## config.mk

```make
export PLATFORM = sky130hd
export DESIGN_NAME = bla_addsub_pipe
export DESIGN_NICKNAME = d
export VERILOG_FILES = /design/src/rtl/bla_addsub_pipe.sv
export SDC_FILE = /design/constraint.sdc
export NUM_CORES = 1
export LEC_CHECK = 0
export BUFFER_PORTS_ARGS = -buffer_cell sky130_fd_sc_hd__buf_2
export CORE_UTILIZATION = 45
export CTS_CLUSTER_SIZE = 28
export DETAILED_ROUTE_END_ITERATION = 10
export PLACE_DENSITY = 0.74
export SETUP_SLACK_MARGIN = 0.05
export SYNTH_ARGS = -nofsm -noshare
export SYNTH_HDL_FRONTEND = slang
export SYNTH_SLANG_ARGS = --single-unit
```

## constraint.sdc

```tcl
create_clock -name clk -period 3.8 [get_ports clk]
set_clock_uncertainty 0.05 [all_clocks]
set_input_delay 0.57 -clock clk [delete_from_list [all_inputs] [get_ports clk]]
set_output_delay 0.57 -clock clk [all_outputs]
set_load 0.005 [all_outputs]
```

## src/rtl/bla_addsub_pipe.sv

```systemverilog
// bla_addsub_pipe: pipelined look-ahead add/subtract, one WIDTH/STAGES slice per stage, valid/ready with full backpressure
module bla_addsub_pipe #(
  parameter int WIDTH  = 32,
  parameter int STAGES = 4,
  parameter int GROUP  = 4
) (
  input  logic             clk,
  input  logic             rst_n,
  input  logic             in_valid,
  output logic             in_ready,
  input  logic [WIDTH-1:0] a,
  input  logic [WIDTH-1:0] b,
  input  logic             mode,
  input  logic             bin,
  output logic             out_valid,
  input  logic             out_ready,
  output logic [WIDTH-1:0] result,
  output logic             bout,
  output logic             zero,
  output logic             ovf
);
  localparam int S  = WIDTH / STAGES;
  localparam int NB = S / GROUP;
  logic adv;
  assign adv      = ~out_valid | out_ready;
  assign in_ready = adv;
  // Inverting the minuend turns the borrow chain into a carry chain: g = ~a&b, p = ~(a^b).
  function automatic logic [S:0] cla(input logic [S-1:0] x, input logic [S-1:0] y, input logic ci, input logic md);
    logic [S-1:0] g, p, c;
    logic [NB:0]  bc;
    logic         gg, gp;
    g     = (md ? x : ~x) & y;
    p     = (md ? x : ~x) ^ y;
    c     = '0;
    bc[0] = ci;
    for (int j = 0; j < NB; j++) begin
      gg = 1'b0;
      gp = 1'b1;
      for (int i = 0; i < GROUP; i++) begin
        gg = g[j*GROUP+i] | (p[j*GROUP+i] & gg);
        gp = gp & p[j*GROUP+i];
      end
      bc[j+1]    = gg | (gp & bc[j]);
      c[j*GROUP] = bc[j];
      for (int i = 1; i < GROUP; i++)
        c[j*GROUP+i] = g[j*GROUP+i-1] | (p[j*GROUP+i-1] & c[j*GROUP+i-1]);
    end
    return {bc[NB], x ^ y ^ c};
  endfunction
  for (genvar k = 0; k < STAGES; k++) begin : st
    localparam int LO = k * S;
    localparam int RW = WIDTH - LO;
    logic [RW-1:0]   ia, ib;
    logic            ic, im, iv;
    logic [LO+S-1:0] nr;
    logic [S:0]      sum;
    assign sum = cla(ia[S-1:0], ib[S-1:0], ic, im);
    if (k == 0) begin : g_in
      assign ia = a;
      assign ib = b;
      assign ic = bin;
      assign im = mode;
      assign iv = in_valid;
      assign nr = sum[S-1:0];
    end else begin : g_in
      assign ia = st[k-1].g_reg.ra;
      assign ib = st[k-1].g_reg.rb;
      assign ic = st[k-1].g_reg.rc;
      assign im = st[k-1].g_reg.rm;
      assign iv = st[k-1].g_reg.rv;
      assign nr = {sum[S-1:0], st[k-1].g_reg.rr};
    end
    // Only the unconsumed operand bits move on; finished result bits accumulate below them.
    if (k < STAGES - 1) begin : g_reg
      logic [RW-S-1:0] ra, rb;
      logic [LO+S-1:0] rr;
      logic            rc, rm, rv;
      always_ff @(posedge clk or negedge rst_n)
        if (!rst_n) begin
          ra <= '0;
          rb <= '0;
          rr <= '0;
          rc <= 1'b0;
          rm <= 1'b0;
          rv <= 1'b0;
        end else if (adv) begin
          ra <= ia[RW-1:S];
          rb <= ib[RW-1:S];
          rr <= nr;
          rc <= sum[S];
          rm <= im;
          rv <= iv;
        end
    end else begin : g_out
      always_ff @(posedge clk or negedge rst_n)
        if (!rst_n) begin
          result    <= '0;
          bout      <= 1'b0;
          zero      <= 1'b0;
          ovf       <= 1'b0;
          out_valid <= 1'b0;
        end else if (adv) begin
          result    <= nr;
          bout      <= sum[S];
          zero      <= ~|nr;
          ovf       <= (im ? ia[RW-1] == ib[RW-1] : ia[RW-1] != ib[RW-1]) && (nr[WIDTH-1] != ia[RW-1]);
          out_valid <= iv;
        end
    end
  end
endmodule

```

; Yosys cells after proc, flatten, opt, wreduce, memory -nomap -nowiden
; Index checks and enable logic that the tools add are counted.
[totals]
in_bits = 70
out_inout_bits = 37
n_memories = 0
ramBits = 0
mem_bits_ro = 0
wordCells = 192
latchBits = 0
regBits = 189
[classes]
n_lt_le_gt_ge = 0
muxes = 5
reduce_logical = 3
eq_ne = 3
multipliers = 0
addsub = 0
shift = 0
div_mod_pow = 0
n_bitwise = 158
[ops]
columns = op, count
row1 = XOR 8 bit, 12
row2 = bitwise AND 1 bit, 80
row3 = bitwise OR 1 bit, 57
row4 = bitwise AND 8 bit, 4
row5 = 2-to-1 mux 8 bit, 4
row6 = NOT 8 bit, 4
row7 = OR reduction 32 bit, 1
row8 = != test 1 bit, 2
row9 = == test 1 bit, 1
row10 = logical AND 1 bit, 1
row11 = zero test 1 bit, 1
row12 = 2-to-1 mux 1 bit, 1
row13 = NOT 1 bit, 1

; Longest topological paths before layout
; Gate-level depths: netlist of run 1.
[depth]
depth_word = 19
depth_mapped = 9
mapped_depth_nobuf = 8

; Worst setup path before layout of run 1
; No wires, ideal clock.
[synth_timing]
path_type = input -> register
startpoint = input port mode
endpoint = register st[0].g_reg.rr[7]
required_time_ns = 3.613
arrival_time_ns = 2.379
stages = 9
slack_ns = 1.234
cell_sequence = clkbuf_1 > xnor2_1 > ha_1 > a21o_1 > a211oi_1 > o21ai_1 > a31oi_1 > xnor2_1 > a21oi_1
[synth_via]
elab_chain_len = 16
elab_cells_between_ends = 21
classes_between = mux: 1 / bitwise: 20
[synth_lines]
columns = item, line_no
row1 = start: declaration, 13  ; input logic mode,
row2 = 2-to-1 mux 8 bit *, "32, 33"
row3 = XOR 8 bit or bitwise AND 8 bit (tied branches), "33, 32"
row4 = bitwise AND 1 bit, 40  ; gg = g[j*GROUP+i] | (p[j*GROUP+i] & gg);
row5 = bitwise OR 1 bit, 40
row6 = bitwise AND 1 bit, 40
row7 = bitwise OR 1 bit, 40
row8 = bitwise AND 1 bit, 40
row9 = bitwise OR 1 bit, 40
row10 = bitwise OR 1 bit, 43  ; bc[j+1] = gg | (gp & bc[j]);
row11 = bitwise AND 1 bit, 46  ; c[j*GROUP+i] = g[j*GROUP+i-1] | (p[j*GROUP+i-1] & c[j*GROUP+i-1]);
row12 = bitwise OR 1 bit, 46
row13 = bitwise AND 1 bit, 46
row14 = bitwise OR 1 bit, 46
row15 = bitwise AND 1 bit, 46
row16 = bitwise OR 1 bit *, 46
row17 = XOR 8 bit *, 48  ; return {bc[NB], x ^ y ^ c};
row18 = end signal: assignment, 89  ; rr <= nr;
row19 = end: declaration, 76  ; logic [LO+S-1:0] rr;
; Every way passes the cells marked *; elsewhere a longest branch is shown, timed or not.
; A chain may end at the register's enable or synchronous reset.

; Final worst setup path of run 1
[layout_timing]
startpoint = register st[2].g_reg.rm
endpoint = register zero
[layout_via]
elab_chain_len = 18
elab_cells_between_ends = 29
classes_between = mux: 1 / bitwise: 26 / reduce/logical: 2
[layout_lines]
columns = item, line_no
row1 = start: declaration, 77  ; logic rc, rm, rv;
row2 = start signal: assignment, 91  ; rm <= im;
row3 = 2-to-1 mux 8 bit *, "32, 33"
row4 = XOR 8 bit or bitwise AND 8 bit (tied branches), "33, 32"
row5 = bitwise AND 1 bit, 40
row6 = bitwise OR 1 bit, 40
row7 = bitwise AND 1 bit, 40
row8 = bitwise OR 1 bit, 40
row9 = bitwise AND 1 bit, 40
row10 = bitwise OR 1 bit, 40
row11 = (+2 left out), n/a
row12 = bitwise OR 1 bit, 46
row13 = bitwise AND 1 bit, 46
row14 = bitwise OR 1 bit, 46
row15 = bitwise AND 1 bit, 46
row16 = bitwise OR 1 bit, 46
row17 = XOR 8 bit *, 48
row18 = OR reduction 32 bit *, 105  ; zero <= ~|nr;
row19 = zero test 1 bit *, 105
row20 = end signal: assignment, 105
row21 = end: declaration, 19  ; output logic zero,
; Marks and branches as above.

==> results_dict.tcl, run 1 <==
set metrics [dict create \
    power_density_nw_per_um2 904 \
    ir_drop_v 0.000436 \
    core_area_sq_um 18800 \
    cts-root-buf "clkbuf_16" \
    cp-end-kind "register" \
    cp.arrival_ns 2.75 \
    met2_usage_pct 27.7 \
    layout_worst_path_cycle_share_pct 65.1 \
    max_slew_margin_pct 48.1 \
    antenna_found_initial 0 \
    hold_buffers 0 \
    final_common_cell "nand2_1" \
    hold_ws_ns 0.165 \
    syn_area_sq_um 8680 \
    met3_usage_pct 3.53 \
    cap_violations 0 \
    fillers 1757 \
    startpoint_type "register" \
    drive_gt1_share_pct 14.4 \
    top_usage_layer "met2" \
    synth_seq_cells 189 \
    wl_per_cell_um 12.9 \
    synth_cell_type_count 35 \
    yosysSeqAreaShare_pct 54.5 \
    max_freq_mhz 404 \
    routed_via_density 4.78 \
    drtIter0Drc 441 \
    grt_max_degree 167 \
    hold_viol 0 \
    ys_async_sr_fraction_pct 100 \
    yosysWarnings 0 \
    final_cell_mix "nand2_1 (461), dfrtp_1 (189), buf_2 (105)" \
    routabilityCongestion 0.805 \
    cts_tree "done" \
    rr_worst_depth 8 \
    clk_pin_slew_ns 0.07 \
    grtUsageMet1_pct 27.6 \
    grt_use_total_pct 18.7 \
    crit_type "reg2reg" \
    critPathMaxFanout 9 \
    postSynthCellCount 968 \
    status "completed" \
    die_area_sq_um 19900 \
    die-width_um 141 \
    antenna_cells 0 \
    post_cts_buffers 0 \
    crit_path_start "st[2].g_reg.rm" \
    ant_nets 0 \
    rsz0062_at_grt "false" \
    r2r-end "zero" \
    cp.required_ns 4.08 \
    grt_pass1_vias 6000 \
    yosysTopAreaCellShare_pct 54.5 \
    drt-total-wl_mm 17.1 \
    synth.avg_cell_area_sq_um 8.97 \
    p_leak_nw 5.14 \
    grt-ovfl-total 0 \
    synth_edf_count 0 \
    chipHeight_um 141 \
    final_max_slew_viol_count 0 \
    instances_no_fill 1325 \
    io_pins 107 \
    io_buffers 106 \
    nNetsFinal 1154 \
    drt_first_pass_iters 4 \
    syn-num-nets 1070 \
    synth_top_cell_by_area "dfrtp_1" \
    h-tree-depth 4 \
    start_util_pct 46.1 \
    r2r_setup_slack_ns 1.33 \
    remaining_drc_errors 0 \
    multi_input_area_sq_um 3770 \
    ff_latch_area_sq_um 4730 \
    worst_pin_slew_ns 0.778 \
    cts_resized 0 \
    hp-class "in2async" \
    clkLatencyLatePin_ns 0.44 \
    route.vias.total 6330 \
    synthTopCellsByArea "dfrtp_1 (54%), nand2_1 (20%), xnor2_1 (8.2%)" \
    cts_buffer_depth 2 \
    reg2reg_from "st[2].g_reg.rm" \
    numCtsBuffers 17 \
    fin_crit_ns 2.47 \
    dp_hpwl_mm 11.6 \
    cts.sinks 189 \
    cp-endpoint "zero" \
    synthToLayoutAreaGrowth_pct 15.6 \
    place_inst 1293 \
    synth_ff_type "dfrtp_1" \
    grt_pass1_wl_mm 29.5 \
    setup_viol 0 \
    tns_ns 0 \
    num_rows 50 \
]
[cell families (layout without fill, tap and decap cells)]
group / count (synthesis) / after routing / synth area share [%]
xor+xnor: 96 / 96 / 9.68
mux: 4 / 4 / 0.476
compound gates: 75 / 75 / 5.51
flops: 189 / 189 / 54.5
fa+ha+maj: 32 / 32 / 4.61
simple gates: 522 / 522 / 23.1
buf+inv: 50 / 147 / 2.18
[cell usage after synthesis (3+ instances only)]
cell,number
nor3_1,6
nor4_1,6
xnor2_1,81
nor2_1,41
xor2_1,15
clkbuf_1,44
nand2_1,461
o21ai_0,9
a21oi_1,36
inv_1,3
mux2i_1,3
a21o_1,8
o21ai_1,6
o21bai_1,4
ha_1,32
dfrtp_1,189
[worst min path at each step]
stage                     cells past startpoint            from  slack, ns         end
after CTS                                     1           rst_n       0.19  result[20]
after detailed placement                      2       result[1]       0.40   result[1]
after global placement                        1  st[2].g_reg.rv       0.39   out_valid
after floorplan                               0           rst_n       0.22        bout
after global routing                          1           rst_n       0.23  result[28]
final                                         1           rst_n       0.16  result[30]
[state kept, by name (all words and copies together), names as in the netlist]
name and flops:
st.g_reg.rv 3, st.g_reg.rr 48, bout 1, out_valid 1, ovf 1, st.g_reg.rc 3
zero 1, st.g_reg.rm 3, result 32, st.g_reg.rb 48, st.g_reg.ra 48
[power breakdown]
part | switching, W | internal, W | total [W]
Clock | 0.000825 | 0.000928 | 0.00175
Combinational | 0.00200 | 0.00172 | 0.00372
Sequential | 0.000695 | 0.00291 | 0.00360
Total | 0.00352 | 0.00556 | 0.00907
[through the flow]
step	cell area (sq um)	worst slack [ns]	total power [W]	utilization (%)
2_1_floorplan	8680	1.23	0.00635	-
3_3_place_gp	9460	1.27	0.00719	50.2
3_5_place_dp	9460	1.20	0.00737	50.2
4_1_cts	10000	1.29	0.00918	53.3
5_1_grt	10000	1.13	0.00986	53.3
6_report	10000	1.33	0.00907	53.3
[area by class of cell]
class,count,area share (%)
well taps,260,3.24
clock buffers,17,4.24
clock inverters,15,1.50
multi-input cells,729,37.6
inverters,4,0.199
repair buffers,111,6.12
flip-flops and latches,189,47.1
[worst max-delay path: stages (launching register included)]
cell	delay [ns]
dfrtp_1	0.62
xnor2_1	0.13
ha_1	0.32
a211oi_2	0.21
o21bai_2	0.15
o41ai_4	0.26
o21bai_1	0.19
xnor2_1	0.19
a32o_1	0.26
[layer usage]
metal / share of wire [%] / up-vias
met5: 0 / -
met4: 1.4 / 0
met3: 3.8 / 20
met2: 44 / 122
met1: 51 / 2970
li1: - / 3218
(Power assumes the default switching activity.)
==> inputs of run 2 (changes only) <==
- PLACE_DENSITY: 0.74 -> 0.77
- clock period: 3.8 -> 2.2 ns (I/O delays scaled with it)
==> run 2 against run 1 <==
Net effect: the run now ends with setup timing left; clock power rose by 77%; power rose by 86%; hold slack worse by 0.13 ns; via count rose by 1.1%; global-route usage up 0.23 points; critical path depth grew 1; flip-flop and latch count did not move; utilization is 1.9 points higher; critical endpoint unchanged.
==> results_dict.tcl, run 2 (synthesis gave the netlist of run 1 again) <==
set metrics [dict create \
    cts_tree "done" \
    final_max_slew_viol_count 0 \
    cpLargestDelayFamily "flip-flops" \
    routed_via_density 4.75 \
    critPathBufInv 1 \
    grt-ovfl-total 0 \
    rsz0062_at_grt "true" \
    top_regs "st.g_reg.ra x48, st.g_reg.rb x48, st.g_reg.rr x48" \
    reg2reg_from "st[2].g_reg.rm" \
    violations "setup timing" \
    h-tree-depth 4 \
    cp_common_cell "xnor2_1" \
    wl_met1_mm 9.00 \
    final_cell_mix "nand2_1 (460), dfrtp_1 (188), buf_2 (105)" \
    cp.required_ns 2.51 \
    rr_worst_depth 9 \
    synthToLayoutAreaGrowth_pct 19.6 \
    stdcell_area_sq_um 10400 \
    hold_viol 0 \
    path_cells "buf_4, xnor2_1, ha_2, nor3_2, o21bai_2, o41ai_4, xnor2_1, nor4bb_4, a32o_1" \
    nNetsFinal 1175 \
    clkLatencyLatePin_ns 0.43 \
    route.vias.total 6400 \
    num_rows 50 \
    wl_met2_mm 7.57 \
    core_area_sq_um 18800 \
    power_density_nw_per_um2 1620 \
    p_leak_nw 5.34 \
    die_area_sq_um 19900 \
    placed_area_sq_um 9600 \
    r2r-end "zero" \
    worst_slack_ns -0.127 \
    numCtsBuffers 17 \
    crit_path_start "st[2].g_reg.rm" \
    cp-end-kind "register" \
    r2r_setup_slack_ns -0.13 \
    drt-total-wl_mm 17.6 \
    slowest_delay_ns 0.45 \
    critPathMaxFanout 5 \
    io_buffers 106 \
    cap_violations 0 \
    cts_buffer_depth 2 \
    place_ws_ns -0.116 \
    drt_first_pass_iters 4 \
    crit_type "reg2reg" \
    hp-class "in2reg" \
    max_freq_mhz 430 \
    cp_num_cells 9 \
    cts-root-buf "clkbuf_16" \
    status "finished, violations left" \
    slowest_stage "dfrtp_2" \
    worst_pin_slew_ns 0.729 \
    remaining_drc_errors 0 \
    wl_met3_um 614 \
    max_slew_margin_pct 51.4 \
    grt_pass1_wl_mm 29.9 \
    routabilityCongestion 0.861 \
    antenna_found_initial 1 \
    clk_pin_slew_ns 0.07 \
    grt_max_degree 167 \
    ant_nets 0 \
    drive_gt1_share_pct 18.0 \
    fin_crit_ns 2.33 \
    power_w 0.0168 \
    chipHeight_um 141 \
    cp-endpoint "zero" \
    startpoint_type "register" \
    io_pins 107 \
    dp_hpwl_mm 11.6 \
    start_util_pct 46.1 \
    final_common_cell "nand2_1" \
    cts.sinks 189 \
    setup_viol 3 \
    cp.arrival_ns 2.64 \
    grt_pass1_vias 6164 \
    wl_per_cell_um 13.1 \
    drtIter0Drc 363 \
    die-width_um 141 \
    ir_drop_v 0.000832 \
    highest_layer "met4" \
    layout_worst_path_cycle_share_pct 106 \
    fillers 1690 \
    grt_use_total_pct 18.9 \
]
==> run 2: changes by cell type in the layout (fill, tap and decap cells not counted), sizes merged <==
cell / previous run / this run
buf: 110 / 130
clkbuf: 18 / 22
clkinv: 4 / 2
clkinvlp: 1 / 0
diode: 0 / 1
dlygate4sd3: 0 / 1
inv: 13 / 12
==> run 2: per-stage QoR <==
stage,instances,TNS [ns],util (%),hold WS [ns]
6_report,1347,-0.227,55.2,0.0383
5_1_grt,1347,-0.580,55.2,0.0243
4_1_cts,1341,-0.0672,54.3,0.0236
3_5_place_dp,1308,-0.234,51.0,0.328
3_3_place_gp,1308,0,51.0,0.327
2_1_floorplan,968,0,-,-0.0156
==> run 2: worst min path at each step <==
stage                     startpoint                 end  cells past startpoint
after floorplan                rst_n                bout                      0
after global placement         rst_n          result[25]                      1
after detailed placement       rst_n          result[25]                      1
after CTS                      a[19]  st[0].g_reg.ra[11]                      3
after global routing           b[28]  st[0].g_reg.rb[20]                      3
final                          b[28]  st[0].g_reg.rb[20]                      3
==> run 2: what timing repair did <==
item,CTS,global route
setup buffers,0,5
hold buffers,1,0
endpoints found under the setup margin,6,14
pin swaps,2,13
gates resized for setup,4,25
endpoints found under the hold margin,62,0
gates cloned,0,0
==> run 2: routing by layer <==
metal	vias up	track usage, %
met5	-	0
met2	128	27.8
met4	0	7.32
met1	2970	27.6
li1	3268	-
met3	34	3.77
==> run 2: area by class of cell <==
cell class                      instances  area (sq um)  area share, %
Sequential cell                       189          4730           45.5
Inverter                                4          20.0          0.193
Clock inverter                         11           116           1.12
Antenna cell                            1          2.50         0.0241
Tap cell                              260           325           3.13
Multi-Input combinational cell        729          3910           37.6
Clock buffer                           21           480           4.63
Timing Repair Buffer                  132           803           7.73
==> run 2: worst register-to-register path: stages (launching register included) <==
cell and delay [ns]:
dfrtp_2 0.45, buf_4 0.16, xnor2_1 0.24, ha_2 0.35
nor3_2 0.21, o21bai_2 0.11, o41ai_4 0.07, xnor2_1 0.20
nor4bb_4 0.24, a32o_1 0.19
==> run 2: report_power, final <==
group	leakage [nW]	switching, W	internal, W
clock	0.298	0.00137	0.00172
combinational	2.78	0.00398	0.00360
sequential	2.26	0.00116	0.00502
total	5.34	0.00651	0.0103
